`config.mk`:
```
export PLATFORM = sky130hd
export DESIGN_NAME = hazard_sched
export DESIGN_NICKNAME = d
export VERILOG_FILES = /design/src/rtl/hazard_sched.sv
export SDC_FILE = /design/constraint.sdc
export NUM_CORES = 1
export LEC_CHECK = 0
export BUFFER_PORTS_ARGS = -buffer_cell sky130_fd_sc_hd__buf_2
export CORE_ASPECT_RATIO = 0.75
export CORE_MARGIN = 8
export CORE_UTILIZATION = 58
export DETAILED_ROUTE_END_ITERATION = 8
export PLACE_DENSITY_LB_ADDON = 0.05
export SETUP_SLACK_MARGIN = 0.3
export SLEW_MARGIN = 20
export SYNTH_ARGS = -nofsm -noshare
export SYNTH_HDL_FRONTEND = slang
export SYNTH_SLANG_ARGS = --single-unit
```
`constraint.sdc`:
```
create_clock -name clk -period 4.45 [get_ports clk]
set_clock_uncertainty 0.1 [all_clocks]
set_input_delay 0.2225 -clock clk [delete_from_list [all_inputs] [get_ports clk]]
set_output_delay 0.2225 -clock clk [all_outputs]
set_load 0.005 [all_outputs]
```
`src/rtl/hazard_sched.sv`:
```
// Pipeline interlock and scheduling controller for the 5-stage core.
// Tracks E/M/W destinations in a shadow scoreboard and drives stalls,
// bubbles, flushes, E-stage forwarding selects and perf counters.
//
// Ports:
//   clk, reset              core clock, synchronous active-high reset
//   d_valid, d_rs_a, d_rt_a,
//   d_rd_a, d_uses_rs,
//   d_uses_rt, d_is_load,
//   d_is_jump               decode-stage instruction description
//   e_br_taken              BEQ in E resolved taken this cycle
//   m_mem_busy              data memory not ready, M cannot complete
//   stall_f, stall_d,
//   stall_em                hold PC / F-D / D-E, E-M, M-W registers
//   bubble_e                load NOP into D/E
//   flush_f, flush_d        squash fetch / decode instruction
//   fwd_rs_sel, fwd_rt_sel  E operand source: 0 D, 1 M result, 2 W result
//   stall_cnt, flush_cnt    saturating stall_f / flush_d cycle counters
module hazard_sched #(
    parameter int REG_W = 5,
    parameter int CNT_W = 16
) (
    input  logic             clk,
    input  logic             reset,
    input  logic             d_valid,
    input  logic [REG_W-1:0] d_rs_a,
    input  logic [REG_W-1:0] d_rt_a,
    input  logic [REG_W-1:0] d_rd_a,
    input  logic             d_uses_rs,
    input  logic             d_uses_rt,
    input  logic             d_is_load,
    input  logic             d_is_jump,
    input  logic             e_br_taken,
    input  logic             m_mem_busy,
    output logic             stall_f,
    output logic             stall_d,
    output logic             stall_em,
    output logic             bubble_e,
    output logic             flush_f,
    output logic             flush_d,
    output logic [1:0]       fwd_rs_sel,
    output logic [1:0]       fwd_rt_sel,
    output logic [CNT_W-1:0] stall_cnt,
    output logic [CNT_W-1:0] flush_cnt
);

    localparam logic [1:0] RUN      = 2'd0;
    localparam logic [1:0] LU_STALL = 2'd1;
    localparam logic [1:0] MEM_HOLD = 2'd2;

    logic [1:0]       state_q, state_d;

    logic             e_vld_q;
    logic [REG_W-1:0] e_dst_q;
    logic             e_ld_q;
    logic [REG_W-1:0] e_rs_q;
    logic [REG_W-1:0] e_rt_q;
    logic             m_vld_q;
    logic [REG_W-1:0] m_dst_q;
    logic             w_vld_q;
    logic [REG_W-1:0] w_dst_q;

    logic [CNT_W-1:0] stall_cnt_q;
    logic [CNT_W-1:0] flush_cnt_q;

    logic             lu_haz;
    logic             sf_c, sd_c, sem_c, be_c, ff_c, fd_c;
    logic [1:0]       rs_sel_c, rt_sel_c;

    // Load in E whose (non-R0) destination is read by the instruction in D.
    assign lu_haz = e_vld_q && e_ld_q && (e_dst_q != '0) && d_valid &&
                    ((d_uses_rs && (d_rs_a == e_dst_q)) ||
                     (d_uses_rt && (d_rt_a == e_dst_q)));

    function automatic logic [1:0] fwd_sel(input logic [REG_W-1:0] src);
        logic [1:0] sel;
        sel = 2'd0;
        if (src != '0) begin
            if (m_vld_q && (m_dst_q == src))
                sel = 2'd1;
            else if (w_vld_q && (w_dst_q == src))
                sel = 2'd2;
        end
        return sel;
    endfunction

    // MEM_HOLD with busy deasserted behaves like RUN: the frozen branch or
    // load-use is re-evaluated in the same cycle the memory completes.
    always_comb begin
        sf_c    = 1'b0;
        sd_c    = 1'b0;
        sem_c   = 1'b0;
        be_c    = 1'b0;
        ff_c    = 1'b0;
        fd_c    = 1'b0;
        state_d = RUN;
        if (m_mem_busy) begin
            sf_c    = 1'b1;
            sd_c    = 1'b1;
            sem_c   = 1'b1;
            state_d = MEM_HOLD;
        end else if (state_q == LU_STALL) begin
            state_d = RUN;
        end else if (e_br_taken) begin
            ff_c = 1'b1;
            fd_c = 1'b1;
            be_c = 1'b1;
        end else if (lu_haz) begin
            sf_c    = 1'b1;
            sd_c    = 1'b1;
            be_c    = 1'b1;
            state_d = LU_STALL;
        end else if (d_valid && d_is_jump) begin
            ff_c = 1'b1;
        end
    end

    assign rs_sel_c = fwd_sel(e_rs_q);
    assign rt_sel_c = fwd_sel(e_rt_q);

    // Everything is forced quiet while reset is being sampled.
    assign stall_f    = sf_c  & ~reset;
    assign stall_d    = sd_c  & ~reset;
    assign stall_em   = sem_c & ~reset;
    assign bubble_e   = be_c  & ~reset;
    assign flush_f    = ff_c  & ~reset;
    assign flush_d    = fd_c  & ~reset;
    assign fwd_rs_sel = reset ? 2'd0 : rs_sel_c;
    assign fwd_rt_sel = reset ? 2'd0 : rt_sel_c;
    assign stall_cnt  = stall_cnt_q;
    assign flush_cnt  = flush_cnt_q;

    always_ff @(posedge clk) begin
        if (reset) begin
            state_q     <= RUN;
            e_vld_q     <= 1'b0;
            e_dst_q     <= '0;
            e_ld_q      <= 1'b0;
            e_rs_q      <= '0;
            e_rt_q      <= '0;
            m_vld_q     <= 1'b0;
            m_dst_q     <= '0;
            w_vld_q     <= 1'b0;
            w_dst_q     <= '0;
            stall_cnt_q <= '0;
            flush_cnt_q <= '0;
        end else begin
            state_q <= state_d;
            if (!sem_c) begin
                w_vld_q <= m_vld_q;
                w_dst_q <= m_dst_q;
                m_vld_q <= e_vld_q;
                m_dst_q <= e_dst_q;
                if (be_c) begin
                    e_vld_q <= 1'b0;
                    e_dst_q <= '0;
                    e_ld_q  <= 1'b0;
                    e_rs_q  <= '0;
                    e_rt_q  <= '0;
                end else begin
                    e_vld_q <= d_valid;
                    e_dst_q <= d_rd_a;
                    e_ld_q  <= d_is_load;
                    e_rs_q  <= d_rs_a;
                    e_rt_q  <= d_rt_a;
                end
            end
            if (sf_c && (stall_cnt_q != '1))
                stall_cnt_q <= stall_cnt_q + CNT_W'(1);
            if (fd_c && (flush_cnt_q != '1))
                flush_cnt_q <= flush_cnt_q + CNT_W'(1);
        end
    end

endmodule

```
==> qor.yml, run 1 <==
fill_cells: 400
grt_max_degree: 32
cts_tree: "yes"
antenna_found_initial: 0
fmax_ghz: 0.354
finalCriticalPeriod_ps: 2830
die_w_um: 98.8
place_congestion: 0.858
hold_class: "input pin to register"
numCtsBuffers: 9
status: "finished clean"
clk-insertion-delay-late_ps: 340
rsz0062_at_grt: "false"
ys.flop_type: "dfxtp_1"
synth_edf_count: 0
syn_inst: 322
htreeDepth: 3
core_area_um2: 4930
end_kind: "output port"
ys_types: 43
hold_ws_ps: 19.4
hold_viol: 0
synthArstFlopShare_pct: 0
drive_gt1_share_pct: 22.2
start_util_pct: 60.6
dp.cells: 436
required_ps: 4130
syn-num-nets: 348
synth_area_um2: 2990
cts_buffer_depth: 2
die_y_um: 78.1
synth_seq_cells: 63
track_usage_pct: 18.6
power_density_nw_per_um2: 326
area_growth_pct: 19.7
ys_seq_area_share_pct: 42.2
leakage_uw: 0.00155
cts_resized: 0
layout.nets: 418
start_kind: "register"
dieArea_um2: 7720
drt_first_iter_violations: 107
switchingPower_uw: 273
setup-tns-final_ps: 0
critPathKind: "register to output port"
yosysWarnings: 0
pwr-share-comb_pct: 8.1
clock_sinks: 63
num_vias: 2553
final_cells: 457
max-vdd-ir-drop_mv: 0.244
wl_per_cell_um: 15.5
cp.arrival_ps: 2500
rows: 22
p_int_uw: 891
cts-root-buf: "clkbuf_8"
clk_pin_slew_ps: 60
worst_slew_pin_slew_ps: 931
finalCritPeriodShare_pct: 63.5
vias_per_cell: 5.59
overflow: 0
slew_headroom_pct: 37.9
grt_pass1_wl_mm: 11.8
p_seq_share_pct: 50.8
critPathMaxFanout: 6
hpwl_mm: 5.15
routed_wl_mm: 7.09
clkPwrFrac_pct: 41.1
antenna_left: 0
first_pass_iters: 5
utilization_pct: 72.5
io_pins: 66
swShare_pct: 23.5
n_antenna_cell: 0
cap_violations: 0
io_buffers: 65
setup_viol: 0
drc: 0
report.final.slew_viol_count: 0
syn_area_per_cell_um2: 9.27
grt_pass1_vias: 2477
==> layer usage <==
layer,track usage [%],wire length (um)
met1,25.2,3600
met4,4.43,17
met5,0,0
met3,7.58,418
met2,26.6,3060
==> Yosys cell counts (all sizes together), types with 7 or more instances <==
master / n / area share [%]
a21oi: 14 / 2.3
a22o: 17 / 5.0
clkbuf: 7 / 0.88
dfxtp: 63 / 42
mux2i: 14 / 4.7
nand2: 14 / 1.8
nand3: 15 / 2.5
nand4: 9 / 1.9
nor2: 42 / 5.3
o21ai: 10 / 1.7
or3: 10 / 2.1
xnor2: 17 / 5.0
xor2: 29 / 8.5
==> kinds of logic after synthesis <==
kind of cell,Yosys count,synth area share [%]
DFF,63,42.2
and+or+nand+nor,123,21.5
muxes,14,4.69
adders and majority gates,2,0.838
buffers and inverters,19,3.02
AOI/OAI and AO/OA,55,14.2
xor gates and xnor gates,46,13.5
==> critical path, cell delays in order (launching register included) <==
cell	delay [ps]
dfxtp_1	360
xor2_1	180
nor4_1	340
a32oi_1	270
o41ai_2	650
nor2b_1	230
buf_2	140
==> through the flow <==
| stage | total power [uW] | setup slack (ps) | instance area [um^2] |
|---|---|---|---|
| after floorplan | 661 | 2260 | 2990 |
| after global placement | 692 | 1900 | 3330 |
| after detailed placement | 693 | 1800 | 3330 |
| after CTS | 1170 | 1630 | 3570 |
| after global routing | 1210 | 1410 | 3570 |
| final | 1160 | 1620 | 3570 |
==> flip-flops by register name, summed over array words and instances, names as in the netlist <==
name,cells
stall_cnt,16
e_dst_q,5
flush_cnt,16
e_vld_q,1
e_rt_q,5
m_vld_q,1
e_rs_q,5
state_q,2
m_dst_q,5
e_ld_q,1
w_vld_q,1
w_dst_q,5
==> cells in the final DEF, fill, tap and decap left out, types with 3 or more instances in the layout <==
| master | n |
|---|---|
| xor2_1 | 29 |
| dfxtp_1 | 63 |
| or3_1 | 10 |
| clkinv_2 | 3 |
| inv_1 | 6 |
| nor4_1 | 4 |
| nand2_1 | 14 |
| o21ai_1 | 8 |
| and4_1 | 4 |
| a22o_1 | 17 |
| or4_1 | 6 |
| nand3_1 | 15 |
| mux2i_1 | 14 |
| a21oi_1 | 14 |
| dlygate4sd3_1 | 5 |
| nor2b_1 | 3 |
| nor3_1 | 5 |
| buf_2 | 65 |
| nand4_1 | 9 |
| clkbuf_8 | 10 |
| and3_1 | 5 |
| nor2_1 | 42 |
| xnor2_1 | 17 |
==> power by group through the flow <==
stage	combinational [uW]	clock, uW	sequential (uW)
floorplan	61.5	0	600
global placement	88.9	0	603
detailed placement	89.6	0	604
CTS	93.7	485	591
global route	103	511	593
finish	94.0	479	591
==> final cells by class <==
type | count | area [um^2] | share of cell area [%]
Timing Repair Buffer | 72 | 390 | 10.9
Clock buffer | 12 | 145 | 4.06
Multi-Input combinational cell | 240 | 1630 | 45.7
Sequential cell | 63 | 1260 | 35.3
Inverter | 6 | 22.5 | 0.630
Tap cell | 60 | 75.1 | 2.10
Clock inverter | 4 | 45.0 | 1.26
==> final timing paths <==
path / slack [ps] / depth (start not counted) / end / from
hold / removal: 20 / 2 / e_dst_q[3]$_SDFFE_PP0N_ / d_rd_a[3]
setup reg to reg: 1790 / 6 / stall_cnt[1]$_SDFFE_PP0P_ / stall_cnt[6]$_SDFFE_PP0P_
setup / recovery: 1620 / 6 / stall_f / e_dst_q[3]$_SDFFE_PP0N_
hold reg to reg: 410 / 2 / stall_cnt[9]$_SDFFE_PP0P_ / stall_cnt[9]$_SDFFE_PP0P_
==> timing repair <==
action | 4_1_cts | 5_1_grt
hold buffers | 5 | 0
setup buffers | 0 | 0
endpoints found under the hold margin | 5 | 0
No activity file was read; power rests on OpenSTA's default activity.
==> run 2, diff against run 1 <==
Settings changed: CORE_UTILIZATION 58 to 54.
Clock period 4.45 ns to 2.9 ns, I/O delays scaled along.
==> run 2 against run 1 <==
Effect of this change:
- combinational power up 79%
- die area rose by 6.0%
- total power up 66%
- sequential share of layout area decreased by 2.3 points
- setup slack worse by 1200 ps
- wire length up 5.7%
- non-clock buffer count grew 17
- global-route usage rose by 0.85 points
- cell count increased by 7.0%
- cell area grew 6.9%
- sequential power grew 53%
- hold slack better by 69 ps
- largest cell class unchanged
- highest routed layer unchanged
==> qor.yml, run 2 (same netlist as run 1, synthesis figures left out) <==
routed_wl_mm: 7.50
final_cell_mix: "65 x buf_2, 63 x dfxtp_1, 41 x nor2_1"
clock_sinks: 63
finalCritPeriodShare_pct: 84.0
num_vias: 2644
first_pass_iters: 4
grt_pass1_vias: 2625
htreeDepth: 3
clk_pin_slew_ps: 70
hpwl_mm: 5.38
power_density_nw_per_um2: 505
overflow: 0
drc: 0
antenna_left: 0
report.final.slew_viol_count: 0
slew_headroom_pct: 50.8
cts-root-buf: "clkbuf_8"
pre_cts_ws_ps: 523
antenna_found_initial: 0
drt_first_iter_violations: 119
io_pins: 66
fmax_ghz: 0.411
layout_commonest_cell: "buf_2"
fin_ws_ps: 465
finalCriticalPeriod_ps: 2440
hold_class: "input pin to register"
ff_latch_area_um2: 1260
dieArea_um2: 8190
clk-insertion-delay-late_ps: 340
core_area_um2: 5350
multiInputGateArea_um2: 1670
grt_max_degree: 30
cap_violations: 0
grt_pass1_wl_mm: 12.6
track_usage_pct: 19.4
start_kind: "register"
drive_gt1_share_pct: 23.2
status: "finished clean"
r2r_setup_slack_ps: 490
wl_per_cell_um: 15.3
cp.arrival_ps: 2190
layout.nets: 435
setup-tns-final_ps: 0
max-vdd-ir-drop_mv: 0.275
start_util_pct: 55.8
end_kind: "output port"
cts_buffer_depth: 2
leakage_uw: 0.00165
worst_slew_pin_slew_ps: 732
critPathMaxFanout: 5
fill_cells: 449
hold_viol: 0
die_y_um: 80.4
critPathKind: "register to output port"
n_antenna_cell: 0
rsz0062_at_grt: "false"
rows: 23
vias_per_cell: 5.41
numCtsBuffers: 9
area_growth_pct: 28.0
place_congestion: 0.867
required_ps: 2650
cts_tree: "yes"
setup_viol: 0
io_buffers: 65
die_w_um: 102
run 2: cell type report:
class	instances	area share (%)
multi-input combinational	240	43.7
timing repair buffer	89	14.4
inverter	6	0.589
tap	75	2.46
clock inverter	3	1.70
sequential	63	33.0
clock buffer	13	4.16
run 2: through the flow:
stage | hold slack, ps | utilization (%) | area (um^2) | cells | total power [uW]
after floorplan | 124 | - | 2990 | 322 | 1010
after global placement | 269 | 62.9 | 3370 | 453 | 1060
after detailed placement | 261 | 62.9 | 3370 | 453 | 1070
after CTS | 58.6 | 70.8 | 3790 | 488 | 1940
after global routing | 112 | 71.4 | 3820 | 489 | 2010
final | 88.8 | 71.4 | 3820 | 489 | 1930
run 2: routing by layer:
metal / part of all wire [%] / track usage (%) / wire, um
met3: 6.3 / 4.84 / 472
met2: 43 / 27.9 / 3210
met1: 50 / 27.0 / 3730
met5: 0 / 0 / 0
met4: 1.0 / 7.74 / 78
run 2: where the power goes:
group | total [uW] | leakage (uW) | switching, uW | internal, uW
clock | 856 | 0.000114 | 326 | 530
combinational | 168 | 0.00103 | 85.0 | 83.2
sequential | 907 | 0.000510 | 23.9 | 883
run 2: worst paths after layout:
check                                from                          to  depth (start not counted)
hold / removal                 m_mem_busy       state_q[1]$_SDFF_PP0_                          3
setup / recovery  e_dst_q[1]$_SDFFE_PP0N_                     flush_f                          6
hold reg to reg      w_vld_q$_SDFFE_PP0N_        w_vld_q$_SDFFE_PP0N_                          2
setup reg to reg  e_dst_q[0]$_SDFFE_PP0N_  stall_cnt[10]$_SDFFE_PP0P_                          8
run 2: worst max-delay path, stage by stage (launching register included):
cell and delay [ps]:
dfxtp_1 370, or4_1 550, o2111ai_2 320, or2_2 200, nand3_1 80, a21oi_1 180, buf_2 140
run 2: repair_timing:
action                     in CTS  in global routing
resized for setup               1                  4
setup endpoints to repair       2                 15
pin swaps                       1                  2
hold endpoints to repair       18                  0
setup buffers                   1                  1
hold buffers                   18                  0
==> run 3, diff against run 2 <==
Settings changed: CORE_UTILIZATION 54 to 49.
Clock period 2.9 ns to 1.97 ns, I/O delays scaled along.
==> run 3 against run 2 <==
Effect of this change:
- the flow now finishes with violations (setup timing)
- cell area up 19%
- flip-flop and latch count unchanged
- core utilization up 6.0 points
- non-clock buffer count up 52
- combinational power up 100%
==> qor.yml, run 3 (same netlist as run 1, synthesis figures left out) <==
rsz0062_at_grt: "true"
hpwl_mm: 5.52
utilization_pct: 77.4
grt_pass1_vias: 2856
leakage_uw: 0.00195
area_growth_pct: 51.7
num_vias: 2950
htreeDepth: 3
finalCriticalPeriod_ps: 2290
reg2reg_to: "stall_cnt[8]$_SDFFE_PP0P_"
layout.nets: 487
worst_slew_pin_slew_ps: 766
report.final.slew_viol_count: 0
busiest_layer: "met2"
holdCritStartpoint: "reset"
core_area_um2: 5860
routed_wl_mm: 9.36
numCtsBuffers: 9
die_y_um: 83.6
end_kind: "output port"
critPathKind: "register to output port"
antenna_left: 0
dp.cells: 487
final_cells: 544
r2r_setup_slack_ps: -310
die_w_um: 106
rows: 24
slew_headroom_pct: 48.9
cts_buffer_depth: 2
place_area_um2: 3680
start_kind: "register"
layout_commonest_cell: "buf_2"
fin_area_um2: 4530
antenna_found_initial: 0
io_pins: 66
place_congestion: 0.849
drc: 0
critical_path.max_stage_delay_ps: 370
cap_violations: 0
use_met3_pct: 7.10
clk-insertion-delay-late_ps: 350
gr-usage-met1_pct: 25.6
critPathMaxFanout: 4
status: "finished with violations"
ff2ff_path_depth: 8
dieArea_um2: 8870
track_usage_pct: 19.5
fmax_ghz: 0.437
hold_class: "input pin to register"
hold_depth: 3
max-vdd-ir-drop_mv: 0.441
hold_viol: 0
first_pass_iters: 5
fill_cells: 387
cts_tree: "yes"
power_density_nw_per_um2: 616
hold-path-endpoint: "e_rs_q[4]$_SDFFE_PP0N_"
crit_chain: "xor2_1 > nor4_2 > a32oi_2 > buf_4 > or2_4 > nand3_2 > a21oi_2 > buf_2"
cp.arrival_ps: 2090
clock_sinks: 63
pre_cts_ws_ps: -113
drt_first_iter_violations: 246
violations: "setup timing"
required_ps: 1770
io_buffers: 65
setup_viol: 37
cpMaxStageDelayCell: "dfxtp_2"
r2r_start: "e_dst_q[0]$_SDFFE_PP0N_"
critPathLaunch: "e_dst_q[0]$_SDFFE_PP0N_"
finalCritPeriodShare_pct: 116
cts-root-buf: "clkbuf_8"
start_util_pct: 51.0
overflow: 0
wl_per_cell_um: 17.2
n_antenna_cell: 0
clk_pin_slew_ps: 80
grt_use_met2_pct: 29.3
power_uw: 2790
drive_gt1_share_pct: 46.8
final_cell_mix: "65 x buf_2, 51 x buf_4, 37 x nor2_1"
grt_max_degree: 53
vias_per_cell: 5.42
fin_ws_ps: -318
grt_pass1_wl_mm: 14.1
run 3: cell types whose count changed in the layout (fill, tap and decap cells not counted), sizes merged:
cell,change
buf,+51
bufinv,-1
clkbuf,-3
clkinv,+2
clkinvlp,+2
dlygate4sd3,+1
run 3: area by class of cell:
class                   count  area, um^2  share of cell area [%]
flip-flops and latches     63        1310                    29.0
well taps                  78        97.6                    2.15
multi-input cells         240        1920                    42.3
repair buffers            141         983                    21.7
clock inverters             6        60.1                    1.33
inverters                   6        22.5                   0.497
clock buffers              10         138                    3.04
run 3: timing repair:
item                                    CTS  global route
cloned                                    0             0
endpoints found under the setup margin   57            55
pin swaps                                31            15
hold endpoints to repair                 19             0
setup buffers                            18             4
hold buffers                             19             0
resized for setup                        56            26
run 3: worst max-delay path: cells and delay by family (launching register included):
kind	cells	cell delay [ps]
xor gates and xnor gates	1	200
DFF	1	370
AOI/OAI and AO/OA	2	160
and+or+nand+nor	3	690
buffers and inverters	2	310
run 3: where the power goes:
part	leakage [uW]	switching [uW]	internal, uW
logic	0.00133	165	175
registers	0.000526	33.9	1300
clock network	0.0000981	508	611
total	0.00195	707	2080
run 3: worst max-delay path by stage:
stage	end	slack, ps
after CTS	stall_d	-300
after floorplan	stall_cnt[1]$_SDFFE_PP0P_	-170
after detailed placement	stall_cnt[1]$_SDFFE_PP0P_	-110
final	flush_f	-320
after global placement	stall_cnt[10]$_SDFFE_PP0P_	-90
after global routing	stall_f	-390
run 3: metrics by stage:
step	TNS, ps	hold WS, ps
6_report	-8440	207
5_1_grt	-9980	210
4_1_cts	-4180	181
3_5_place_dp	-1300	211
3_3_place_gp	-672	209
2_1_floorplan	-1270	77.0
run 3: per-layer routing:
metal | share of wire [%] | vias to the layer above
li1 | - | 1440
met1 | 47 | 1410
met2 | 46 | 91
met3 | 5.9 | 9
met4 | 0.91 | 0
met5 | 0 | -
